### config.mk
export PLATFORM = sky130hd
export DESIGN_NAME = gso_angle_extract
export DESIGN_NICKNAME = d
export VERILOG_FILES = /design/src/rtl/gso_angle_extract.sv
export SDC_FILE = /design/constraint.sdc
export NUM_CORES = 1
export LEC_CHECK = 0
export BUFFER_PORTS_ARGS = -buffer_cell sky130_fd_sc_hd__buf_4
export CORE_AREA = 2 2 303 305
export CTS_CLUSTER_DIAMETER = 40
export CTS_CLUSTER_SIZE = 40
export DETAILED_ROUTE_END_ITERATION = 12
export DIE_AREA = 0 0 305 307
export PLACE_DENSITY = 0.58
export SYNTH_ARGS = -nofsm -noshare
export SYNTH_HDL_FRONTEND = slang
export SYNTH_SLANG_ARGS = --single-unit
export TNS_END_PERCENT = 30
### constraint.sdc
create_clock -name clk -period 4.9 [get_ports clk]
set_input_delay 0.49 -clock clk [delete_from_list [all_inputs] [get_ports clk]]
set_output_delay 0.49 -clock clk [all_outputs]
set_load 0.01 [all_outputs]
### src/rtl/gso_angle_extract.sv
// Chained CORDIC vectoring of w: norm plus N_DIM-1 Givens angles written into bank row k.
// Latency 2 + per level (2+Lc, or 2 if skipped) + 1 DONE; waits on opvld without timeout, en ignored while busy.
module gso_angle_extract #(
    parameter int DATA_WIDTH  = 16,
    parameter int ANGLE_WIDTH = 16,
    parameter int N_DIM       = 7
) (
    input  logic                                              clk,
    input  logic                                              rst_n,
    input  logic                                              en,
    input  logic                                              clr_bank,
    input  logic [2:0]                                        k_in,
    input  logic [DATA_WIDTH*N_DIM-1:0]                       w_in_flat,
    input  logic                                              cordic_vec_opvld,
    input  logic [DATA_WIDTH-1:0]                             cordic_vec_xout,
    input  logic [ANGLE_WIDTH-1:0]                            cordic_vec_angle_out,
    output logic                                              cordic_vec_en,
    output logic [DATA_WIDTH-1:0]                             cordic_vec_xin,
    output logic [DATA_WIDTH-1:0]                             cordic_vec_yin,
    output logic                                              cordic_vec_angle_calc_en,
    output logic [DATA_WIDTH-1:0]                             norm_out,
    output logic [ANGLE_WIDTH*(N_DIM-1)*(N_DIM-1)-1:0]        thetas_out_flat,
    output logic                                              busy,
    output logic                                              done,
    output logic                                              k_err
);
    localparam int K  = N_DIM - 1;
    localparam int LW = $clog2(N_DIM + 1);

    typedef enum logic [2:0] {
        S_IDLE, S_LOAD, S_VEC_EN, S_VEC_WAIT, S_STORE, S_DONE
    } state_t;

    state_t                 state, state_nxt;
    logic [DATA_WIDTH-1:0]  w_reg [N_DIM];
    logic [2:0]             k_reg;
    logic [LW-1:0]          level;
    logic [DATA_WIDTH-1:0]  r_acc;
    logic [ANGLE_WIDTH-1:0] ang  [K];
    logic [ANGLE_WIDTH-1:0] bank [K][K];
    logic                   op_zero;
    logic                   last_level;
    logic [DATA_WIDTH-1:0]  y_next;

    assign op_zero    = (cordic_vec_xin == '0) && (cordic_vec_yin == '0);
    assign last_level = (level == LW'(N_DIM - 2));

    // y operand for the level after the current one; only consumed when not on the last level
    always_comb begin
        y_next = '0;
        for (int i = 0; i < N_DIM; i++) begin
            if (LW'(i) == level + LW'(2)) y_next = w_reg[i];
        end
    end

    always_comb begin
        state_nxt = state;
        case (state)
            S_IDLE:     if (en) state_nxt = S_LOAD;
            S_LOAD:     state_nxt = S_VEC_EN;
            S_VEC_EN:   state_nxt = op_zero ? S_STORE : S_VEC_WAIT;
            S_VEC_WAIT: if (cordic_vec_opvld) state_nxt = S_STORE;
            S_STORE:    state_nxt = last_level ? S_DONE : S_VEC_EN;
            S_DONE:     state_nxt = S_IDLE;
            default:    state_nxt = S_IDLE;
        endcase
    end

    always_ff @(posedge clk or negedge rst_n) begin
        if (!rst_n) state <= S_IDLE;
        else        state <= state_nxt;
    end

    // operands are registered on entry to VEC_EN so the request and its operands share a cycle
    always_ff @(posedge clk or negedge rst_n) begin
        if (!rst_n) begin
            for (int i = 0; i < N_DIM; i++) w_reg[i] <= '0;
            for (int i = 0; i < K; i++) begin
                ang[i] <= '0;
                for (int j = 0; j < K; j++) bank[i][j] <= '0;
            end
            k_reg          <= '0;
            k_err          <= 1'b0;
            level          <= '0;
            r_acc          <= '0;
            norm_out       <= '0;
            cordic_vec_xin <= '0;
            cordic_vec_yin <= '0;
        end else begin
            case (state)
                S_IDLE: begin
                    if (clr_bank) begin
                        for (int i = 0; i < K; i++)
                            for (int j = 0; j < K; j++) bank[i][j] <= '0;
                    end
                end
                S_LOAD: begin
                    for (int i = 0; i < N_DIM; i++)
                        w_reg[i] <= w_in_flat[i*DATA_WIDTH +: DATA_WIDTH];
                    k_reg          <= k_in;
                    k_err          <= (int'(k_in) >= K);
                    level          <= '0;
                    cordic_vec_xin <= w_in_flat[0 +: DATA_WIDTH];
                    cordic_vec_yin <= w_in_flat[DATA_WIDTH +: DATA_WIDTH];
                end
                S_VEC_EN: begin
                    if (op_zero) begin
                        r_acc      <= '0;
                        ang[level] <= '0;
                    end
                end
                S_VEC_WAIT: begin
                    if (cordic_vec_opvld) begin
                        r_acc      <= cordic_vec_xout;
                        ang[level] <= cordic_vec_angle_out;
                    end
                end
                S_STORE: begin
                    if (last_level) begin
                        norm_out <= r_acc;
                    end else begin
                        level          <= level + LW'(1);
                        cordic_vec_xin <= r_acc;
                        cordic_vec_yin <= y_next;
                    end
                end
                S_DONE: begin
                    if (!k_err) begin
                        for (int r = 0; r < K; r++)
                            if (r == int'(k_reg))
                                for (int c = 0; c < K; c++) bank[r][c] <= ang[c];
                    end
                end
                default: ;
            endcase
        end
    end

    always_comb begin
        thetas_out_flat = '0;
        for (int r = 0; r < K; r++)
            for (int c = 0; c < K; c++)
                thetas_out_flat[(r*K+c)*ANGLE_WIDTH +: ANGLE_WIDTH] = bank[r][c];
    end

    assign cordic_vec_en            = (state == S_VEC_EN) && !op_zero;
    assign cordic_vec_angle_calc_en = 1'b1;
    assign busy                     = (state != S_IDLE);
    assign done                     = (state == S_DONE);

endmodule

==> metrics.txt <==
result of the run completed; final design utilization around half; Final Hold Fails 0; type of the most critical hold path in -> reg; post-CTS clock slew at the launch and capture registers of the worst setup and hold paths approximately 50 ps; total of flip-flops plus latches after synthesis between 800 and 900; share of the cycle needed by the critical path after routing 78.2%; Setup CP Type reg -> out; capture point of the worst reg-to-reg path ang[34]; top-level I/O count 781; synthesized area per cell roughly 11 sq um; commonest non-fill, non-tap cell in the layout nand2_1; Async SR Flop Fraction 100%; clock network latency to the later pin of the worst-skew pair 740 ps; register-to-register setup slack approximately 1400 ps; wire length of the first global-routing pass ~180 mm; number of synthesized flops with an enable pin 0; sum of routed wire length over all layers around 120 mm; count of unique library cells instantiated by Yosys 44; setup clock skew after layout 47.5 ps; CP cell instances inv_1, or3_1, inv_4, buf_4, buf_4; synthesized area roughly 0.032 sq mm; TritonCTS clock tree yes; buffers added on ports 779; data required time of the critical path approximately 4400 ps; Min Hold Slack 49.4 ps; maximum root-to-sink buffer count 3; instance count of the mapped netlist around 3000; most area-hungry cell type in the Yosys netlist dfrtp_1; leading register cell type out of synthesis dfrtp_1; initial core utilization 35.7%; antenna violations before repair 10; Area growth syn-to-layout 40.1%; H-tree levels 4; largest net degree at the start of global routing just under 200; cell types occupying the most area after synthesis dfrtp_1 (66%), nand2_1 (11%), o21ai_0 (8.6%); setup repair after global routing missed its margin no; routed len/inst between 20 and 25 um; hold-fix buffers at CTS 121; estimated wirelength of the detail-placed design 85.4 mm; Final Net Count 4060; Max VDD drop about 0.4 mV; endpoint class of the critical path output port; startpoint of the lowest-slack register-to-register path cordic_vec_yin[0]; Post-Place Cells between 4000 and 5000; sequential share of the synthesized area around two thirds; share of final-layout standard cells stronger than drive strength 1 between 20% and 30%; reported leakage power about 22 nW; number of cells on the worst reg-to-reg path 6; post-layout minimum cycle time about 3800 ps; number of core rows between 100 and 150; crit path max-delay cell type or3_1; max-cap check violation count 0; CTS sink count 858; data arrival time of the critical path ~3300 ps; DRC 0; placeable core region a little over 0.09 sq mm; Critical Path Most Common Cell buf_4; total nets after synthesis 3202; final-report max-slew violation count 0; Crit. path cell count 5; count of instances resized after the clock tree is built 0; Setup Buffers After CTS 0; Worst path top cell family by delay buffers and inverters; Least-Margin Pin Slew roughly 1200 ps; total congestion overflow 0; flip-flop count of the largest register, all copies and words added around 580; clock tree root buffer cell clkbuf_16; top cell type's share of synthesized area 66.3%; worst slew margin relative to its limit around 22%; GPL Wtd Cong about 0.83; highest fanout seen on the critical path 39; CTS buffer count 133; Die Wd just over 300 um; Via density between 5 and 6; number of global-route vias before repair ~26000; Critical path destination done; final antenna-violating net count 0; Yosys warning total 0; TNS Setup 0 ps; commonest cells after routing, fill and taps aside nand2_1 (951), dfrtp_1 (858), buf_4 (810); slowest cell delay on critical path 660 ps; number of detailed-routing iterations run before antenna repair 5; via count between 20000 and 30000; buffering stage count on the worst path with inverters included 4; f_max 0.261 GHz; floorplan die height approximately 310 um; DR iter-0 viols approximately 2000; power per cell area about 520 mW/mm^2; launch point of the critical path state[0]; die area between 0.09 and 0.1 sq mm; final-report setup violation count 0; Layout Cells excl Fill about 5200; Critical Path Source Type flop; overall routing resource usage 25.6%
-- area by class of cell --
| class | instances | area (sq um) |
|---|---|---|
| tap | 1186 | 1480 |
| clock buffer | 164 | 3730 |
| fill | 8328 | 45300 |
| multi-input combinational | 1955 | 10100 |
| antenna | 6 | 15.0 |
| sequential | 858 | 21500 |
| inverter | 8 | 32.5 |
| timing repair buffer | 945 | 7570 |
| clock inverter | 81 | 985 |
-- cells in the mapped netlist (2+ instances only) --
cell / n
ha_1: 7
inv_1: 7
nor2_1: 15
clkbuf_1: 146
nor3_1: 6
a22oi_1: 7
a221o_1: 16
o21ai_1: 11
a21o_1: 15
dfrtp_1: 858
nand2b_1: 4
nand2_1: 953
nor2b_1: 3
o2111ai_1: 2
a22o_1: 210
buf_1: 10
or3_1: 3
and3_1: 10
a21oi_1: 45
nor4_1: 9
mux2_2: 17
o211ai_1: 30
mux2i_1: 16
a221oi_1: 2
nand3_1: 6
buf_2: 64
o21ai_0: 554
-- report_power, final --
part	switching (mW)	leakage, nW	total (mW)	internal (mW)
clock network	3.60	2.29	9.84	6.24
registers	0.788	11.7	8.74	7.95
logic	3.72	8.44	5.21	1.49
-- logic make-up after synthesis --
kind of cell	share of synthesized area [%]
AO/OA/AOI/OAI	17.1
XOR/XNOR	0.0271
adder cells (fa/ha/maj)	0.271
buffers and inverters	2.95
flip-flops	66.3
multiplexers	1.09
other	0.0116
AND/OR/NAND/NOR	12.2
-- metal layers --
| metal | vias to the layer above | track usage, % | share of wire (%) |
|---|---|---|---|
| met5 | - | 0 | 0.031 |
| met4 | 6 | 10.9 | 4.2 |
| met3 | 216 | 8.10 | 7.9 |
| met2 | 946 | 42.0 | 48 |
| met1 | 12900 | 31.2 | 40 |
| li1 | 12200 | - | - |
-- tightest hold or removal path, stage by stage --
cell and delay (ps):
buf_4 90, nand2_1 80, nand2_1 70
-- stage by stage --
stage,power [mW],setup WS [ps],instance area [sq um]
floorplan,11.7,2590,32400
global placement,14.0,1480,39400
detailed placement,14.0,1450,39400
CTS,24.0,990,45400
global route,24.9,852,45400
finish,23.8,1070,45400
-- how the worst min path moves through the flow --
stage | startpoint | endpoint | depth (start not counted)
CTS | w_in_flat[25] | w_reg[89] | 3
floorplan | rst_n | ang[0] | 0
global route | w_in_flat[22] | w_reg[86] | 3
global placement | w_reg[74] | w_reg[74] | 2
finish | w_in_flat[19] | w_reg[83] | 3
detailed placement | w_reg[70] | w_reg[70] | 2
(Power assumes the default switching activity.)
